### src/rtl/nacc_pkg.sv
// Shared types and default widths for the neuron accumulate/fire engine.
// The register files use the same widths, so both sides import them from here.
package nacc_pkg;

    localparam int DEF_LANES      = 4;
    localparam int DEF_WEIGHT_W   = 8;
    localparam int DEF_POT_W      = 16;
    localparam int DEF_LEAK_SHIFT = 3;

    localparam logic OP_NACC = 1'b1;
    localparam logic OP_FIRE = 1'b0;

    typedef enum logic [1:0] {
        IDLE  = 2'd0,
        ACCUM = 2'd1,
        FIRE  = 2'd2,
        WRITE = 2'd3
    } state_t;

endpackage

### src/rtl/nacc_engine_sat_add.sv
// Signed saturating adder: the sum clamps to the most positive or most
// negative W-bit value instead of wrapping.
module sat_add #(
    parameter int W = 16
) (
    input  logic signed [W-1:0] a,
    input  logic signed [W-1:0] b,
    output logic signed [W-1:0] y
);

    logic signed [W:0] full;

    // Overflow shows up as a mismatch between the extra sign bit and the top result bit.
    always_comb begin
        full = {a[W-1], a} + {b[W-1], b};
        if (full[W] != full[W-1]) begin
            y = full[W] ? {1'b1, {(W-1){1'b0}}} : {1'b0, {(W-1){1'b1}}};
        end else begin
            y = full[W-1:0];
        end
    end

endmodule

### src/rtl/nacc_engine.sv
// Multi-cycle neuron engine in EX: NACC adds spike-gated weights into the
// potential one lane per cycle, FIRE applies leak and threshold; both write back to NSR.
module nacc_engine
    import nacc_pkg::*;
#(
    parameter int LANES      = DEF_LANES,
    parameter int WEIGHT_W   = DEF_WEIGHT_W,
    parameter int POT_W      = DEF_POT_W,
    parameter int LEAK_SHIFT = DEF_LEAK_SHIFT
) (
    input  logic                      clk,
    input  logic                      rst,
    input  logic                      start,
    input  logic                      sor_nacc,
    input  logic                      nacc_vl,
    input  logic [1:0]                vl,
    input  logic [LANES*WEIGHT_W-1:0] wvr_data,
    input  logic [LANES-1:0]          svr_data,
    input  logic signed [POT_W-1:0]   nsr_in,
    input  logic signed [POT_W-1:0]   threshold,
    output logic                      busy,
    output logic                      nsr_we,
    output logic signed [POT_W-1:0]   nsr_out,
    output logic                      spike_out,
    output logic                      done
);

    localparam int LANE_W = (LANES > 1) ? $clog2(LANES) : 1;

    state_t state, state_next;

    logic                      op_q;
    logic [LANE_W-1:0]         lane_cnt;
    logic [LANE_W-1:0]         last_lane_q;
    logic [LANE_W-1:0]         last_lane_d;
    logic [LANES*WEIGHT_W-1:0] wvr_q;
    logic [LANES-1:0]          svr_q;
    logic signed [POT_W-1:0]   thr_q;
    logic signed [POT_W-1:0]   acc;
    logic                      spike_q;
    logic                      accept;

    logic [WEIGHT_W-1:0]       lane_weight;
    logic signed [POT_W-1:0]   lane_ext;
    logic signed [POT_W-1:0]   sum;
    logic signed [POT_W-1:0]   leak;
    logic signed [POT_W-1:0]   leaked;
    logic                      fire_hit;

    // Requested lane count vl+1 never exceeds the physical lane count.
    always_comb begin
        last_lane_d = LANE_W'(LANES - 1);
        if (nacc_vl && (int'(vl) < LANES)) begin
            last_lane_d = LANE_W'(vl);
        end
    end

    always_comb begin
        lane_weight = '0;
        for (int i = 0; i < LANES; i++) begin
            if (lane_cnt == LANE_W'(i)) begin
                lane_weight = wvr_q[i*WEIGHT_W +: WEIGHT_W];
            end
        end
        lane_ext = {{(POT_W-WEIGHT_W){lane_weight[WEIGHT_W-1]}}, lane_weight};
        leak     = acc >>> LEAK_SHIFT;
        leaked   = acc - leak;
        fire_hit = (leaked >= thr_q);
    end

    sat_add #(
        .W (POT_W)
    ) u_sat_add (
        .a (acc),
        .b (lane_ext),
        .y (sum)
    );

    always_ff @(posedge clk or posedge rst) begin
        if (rst) begin
            state <= IDLE;
        end else begin
            state <= state_next;
        end
    end

    // Starts are honoured only from IDLE, so re-pulses mid-op or in WRITE are dropped.
    always_comb begin
        state_next = state;
        busy       = (state != IDLE);
        nsr_we     = 1'b0;
        done       = 1'b0;
        nsr_out    = '0;
        spike_out  = 1'b0;
        accept     = 1'b0;
        case (state)
            IDLE: begin
                if (start) begin
                    accept     = 1'b1;
                    state_next = (sor_nacc == OP_NACC) ? ACCUM : FIRE;
                end
            end
            ACCUM: begin
                if (lane_cnt == last_lane_q) begin
                    state_next = WRITE;
                end
            end
            FIRE: begin
                state_next = WRITE;
            end
            WRITE: begin
                nsr_we     = 1'b1;
                done       = 1'b1;
                nsr_out    = acc;
                spike_out  = spike_q && (op_q == OP_FIRE);
                state_next = IDLE;
            end
            default: begin
                state_next = IDLE;
            end
        endcase
    end

    always_ff @(posedge clk or posedge rst) begin
        if (rst) begin
            op_q        <= 1'b0;
            lane_cnt    <= '0;
            last_lane_q <= '0;
            wvr_q       <= '0;
            svr_q       <= '0;
            thr_q       <= '0;
            acc         <= '0;
            spike_q     <= 1'b0;
        end else begin
            case (state)
                IDLE: begin
                    if (accept) begin
                        op_q        <= sor_nacc;
                        last_lane_q <= last_lane_d;
                        wvr_q       <= wvr_data;
                        svr_q       <= svr_data;
                        thr_q       <= threshold;
                        acc         <= nsr_in;
                        lane_cnt    <= '0;
                        spike_q     <= 1'b0;
                    end
                end
                ACCUM: begin
                    if (svr_q[lane_cnt]) begin
                        acc <= sum;
                    end
                    lane_cnt <= lane_cnt + 1'b1;
                end
                FIRE: begin
                    spike_q <= fire_hit;
                    acc     <= fire_hit ? '0 : leaked;
                end
                default: begin
                end
            endcase
        end
    end

endmodule

### config.mk
export PLATFORM = sky130hd
export DESIGN_NAME = nacc_engine
export DESIGN_NICKNAME = d
export VERILOG_FILES = /design/src/rtl/nacc_pkg.sv /design/src/rtl/nacc_engine_sat_add.sv /design/src/rtl/nacc_engine.sv
export SDC_FILE = /design/constraint.sdc
export NUM_CORES = 1
export LEC_CHECK = 0
export ABC_AREA = 1
export BUFFER_PORTS_ARGS = -buffer_cell sky130_fd_sc_hd__buf_4
export CORE_ASPECT_RATIO = 0.5
export CORE_MARGIN = 10
export CORE_UTILIZATION = 31
export CTS_CLUSTER_DIAMETER = 200
export CTS_CLUSTER_SIZE = 14
export DETAILED_ROUTE_END_ITERATION = 6
export PLACE_DENSITY = 0.59
export SYNTH_ARGS = -nofsm -noshare
export SYNTH_HDL_FRONTEND = slang
export SYNTH_SLANG_ARGS = --single-unit
### constraint.sdc
create_clock -name clk -period 9.64 [get_ports clk]
set_input_delay 1.928 -clock clk [delete_from_list [all_inputs] [get_ports clk]]
set_output_delay 1.928 -clock clk [all_outputs]
set_load 0.01 [all_outputs]
==> flow_summary.ini <==
[worst_setup_path]
crit_slowest_cell = nor2_2
crit_path_end_kind = flip-flop
crit_buf_inv = 1
cp.arrival_ps = 4370
crit_family = simple AND/OR/NAND/NOR gates
cp.required_ps = 9920
critPathKind = flip-flop to flip-flop
cp_max_fo = 17
path_common_cell = nand2_1
startpoint_type = flip-flop
crit_path_max_incr_delay_ps = 740
worstPathCellList = inv_1, ha_1, nand2_1, o21ai_1, nand2_1, nand2_1, nand2_1, nand2_1, xor2_1, ha_1, nand2_1, nand2_1, nand3_1, nand2_1, a21oi_1, a21oi_1, nor2_2, nand3_1, nand3_1, nand2_1, nand2_1

[sta]
fmax_mhz = 244.5
fin_tns_setup_ps = 0
setup_violations = 0
final_hold_viol_count = 0
slew_viol_final = 0
rsz0062_at_grt = no
period_needed_ps = 4089
clock_skew_ps = 7.531
slew-limit-headroom_pct = 23.55
tightest_slew_ps = 1147
finalCritPeriodShare_pct = 42.42

[synth]
ys_types = 36
syn_area_um2 = 6142
synth.area.top_cells = dfrtp_1 31%, nand2_1 20%, ha_1 11%
synthArstFlopShare_pct = 100.0
synth_nets = 1045
synth_edf_count = 0
yosysTopAreaCellShare_pct = 30.96
avgSynthCellArea_um2 = 6.727
synthCells = 913
ys_seq_area_share_pct = 30.96
synth_top_flop_cell = dfrtp_1
yosys_warnings = 0
yosys.area.top_type = dfrtp_1
ys_ff_latch = 76

[min_path]
hold_path_class = flip-flop to flip-flop

[clock_network]
clkSinkCount = 76
clockBufferDepth = 2
ctsResizeCount = 0
cts_buffers = 9
tritoncts = yes
cts_setup_buffers = 0
clkTransAtPathRegs_ps = 70
hold_buffers = 0
clk_latency_ps = 340
htreeDepth = 3
cts_root_buf = clkbuf_16

[placed_design]
port_buffers = 94
hpwl_um = 14350
gp_congestion = 0.9047

[layout]
n_antenna_cell = 0
areaGrowthSynthToFinish_pct = 20.15
drive_gt1_share_pct = 15.35
final_nets = 1124

[floorplan]
die_w_um = 219.1
row_count = 36
start_util_pct = 31.57
core_um2 = 19460
pin_count = 95
dieHeight_um = 119.5
die_area_um2 = 26180

[run]
max_cap_viol_count = 0

[grt]
grt_pass1_wl_um = 30590
grt_pass1_vias = 5926
overflow = 0
antenna_found_initial = 0
grt_use_total_pct = 14.24
grt_max_degree = 77

[drt]
drtIter0Drc = 390
dr.pass1.iters = 5
wl_met2_um = 8314
route.met3.wl_um = 656
ant_nets = 0
wirelength_um = 18660
drc_errors = 0
top_layer = met4
vias = 5859
wl_per_cell_um = 14.78
via_per_inst = 4.639
wl_met1_um = 9317

[run_status]
status = finished, final reports clean
-- path summary, 6_finish.rpt --
check | to | slack [ps] | depth (start not counted) | start
max | acc[5] | 5550 | 21 | acc[5]
min | wvr_q[21] | 480 | 2 | wvr_q[21]
max reg2reg | acc[5] | 5550 | 21 | acc[5]
max in group asynchronous | state[1] | 7110 | 3 | rst
min reg2reg | wvr_q[21] | 480 | 2 | wvr_q[21]
min in group asynchronous | wvr_q[1] | 1900 | 3 | rst
-- cell usage in the layout (no fill, tap or decap), types with 5 or more instances in the layout --
cell       Yosys  routed
nand4_1        5       5
a21oi_1       45      45
inv_1        113     111
xnor2_1       10      10
nand3_1       61      61
buf_4          2      98
nand2_1      328     328
nand2_2        8       8
nand3_2       12      12
clkbuf_16      0       9
xor2_1        10      10
ha_1          55      55
dfrtp_1       76      76
nor3_1         5       5
inv_2          4       6
o21ai_0       50      50
nor2_1        66      66
-- tightest hold or removal path: stages, from the launching register on --
cell and delay [ps]:
dfrtp_1 340, nand2_1 50, nand2_1 50
-- routing by layer --
metal | track usage, % | up-vias
li1 | - | 3048
met5 | 0 | -
met1 | 19.01 | 2678
met4 | 4.154 | 0
met3 | 2.558 | 24
met2 | 23.11 | 109
-- synth_stat cells (2+ instances only) --
cell type,instances
fa_1,2
buf_6,3
nand2_4,4
ha_1,55
nor3_1,5
o21ai_0,50
o21bai_1,4
o21ai_1,2
a21oi_1,45
nand2_1,328
inv_1,113
a31oi_1,3
a21o_1,2
a21oi_2,3
nand3b_1,4
dfrtp_1,76
nand2_2,8
nor2_1,66
inv_2,4
nand3_1,61
xor2_1,10
buf_4,2
nand4_1,5
clkbuf_1,23
nor3_2,2
buf_2,3
xnor2_1,10
nand3_2,12
-- registers in the layout, indices dropped and copies added, names as in the netlist --
name         count
spike_q          1
lane_cnt         2
op_q             1
thr_q           16
wvr_q           32
state            2
last_lane_q      2
svr_q            4
acc             16
-- logic make-up (layout without fill, tap and decap cells) --
family,after synthesis,after routing,share of synthesized area (%)
buffers and inverters,148,232,9.594
and+or+nand+nor,498,498,34.59
AOI/OAI and AO/OA,114,114,10.14
DFF,76,76,30.96
adders and majority gates,57,57,11.86
xor gates and xnor gates,20,20,2.852
-- final cells by class --
cell class	instances	area, um^2
tap	266	332.8
clock buffer	9	225.2
multi-input combinational	689	3651
timing repair buffer	99	750.7
clock inverter	7	78.83
inverter	117	439.2
fill	2065	12080
sequential	76	1902
-- metrics by stage --
step / cells / cell area (um^2) / hold WS, ps / utilization, % / setup WS [ps]
2_1_floorplan: 913 / 6142 / 443.6 / - / 5774
3_3_place_gp: 1246 / 7061 / 456.9 / 36.28 / 5697
3_5_place_dp: 1246 / 7061 / 460.5 / 36.28 / 5632
4_1_cts: 1262 / 7365 / 479.2 / 37.85 / 5573
5_1_grt: 1263 / 7380 / 502.7 / 37.92 / 5174
6_report: 1263 / 7380 / 478.2 / 37.92 / 5551
Power is left out: the tool's default activity adds up to more than one toggle a clock period on the data nets, which glitch-free logic cannot reach.
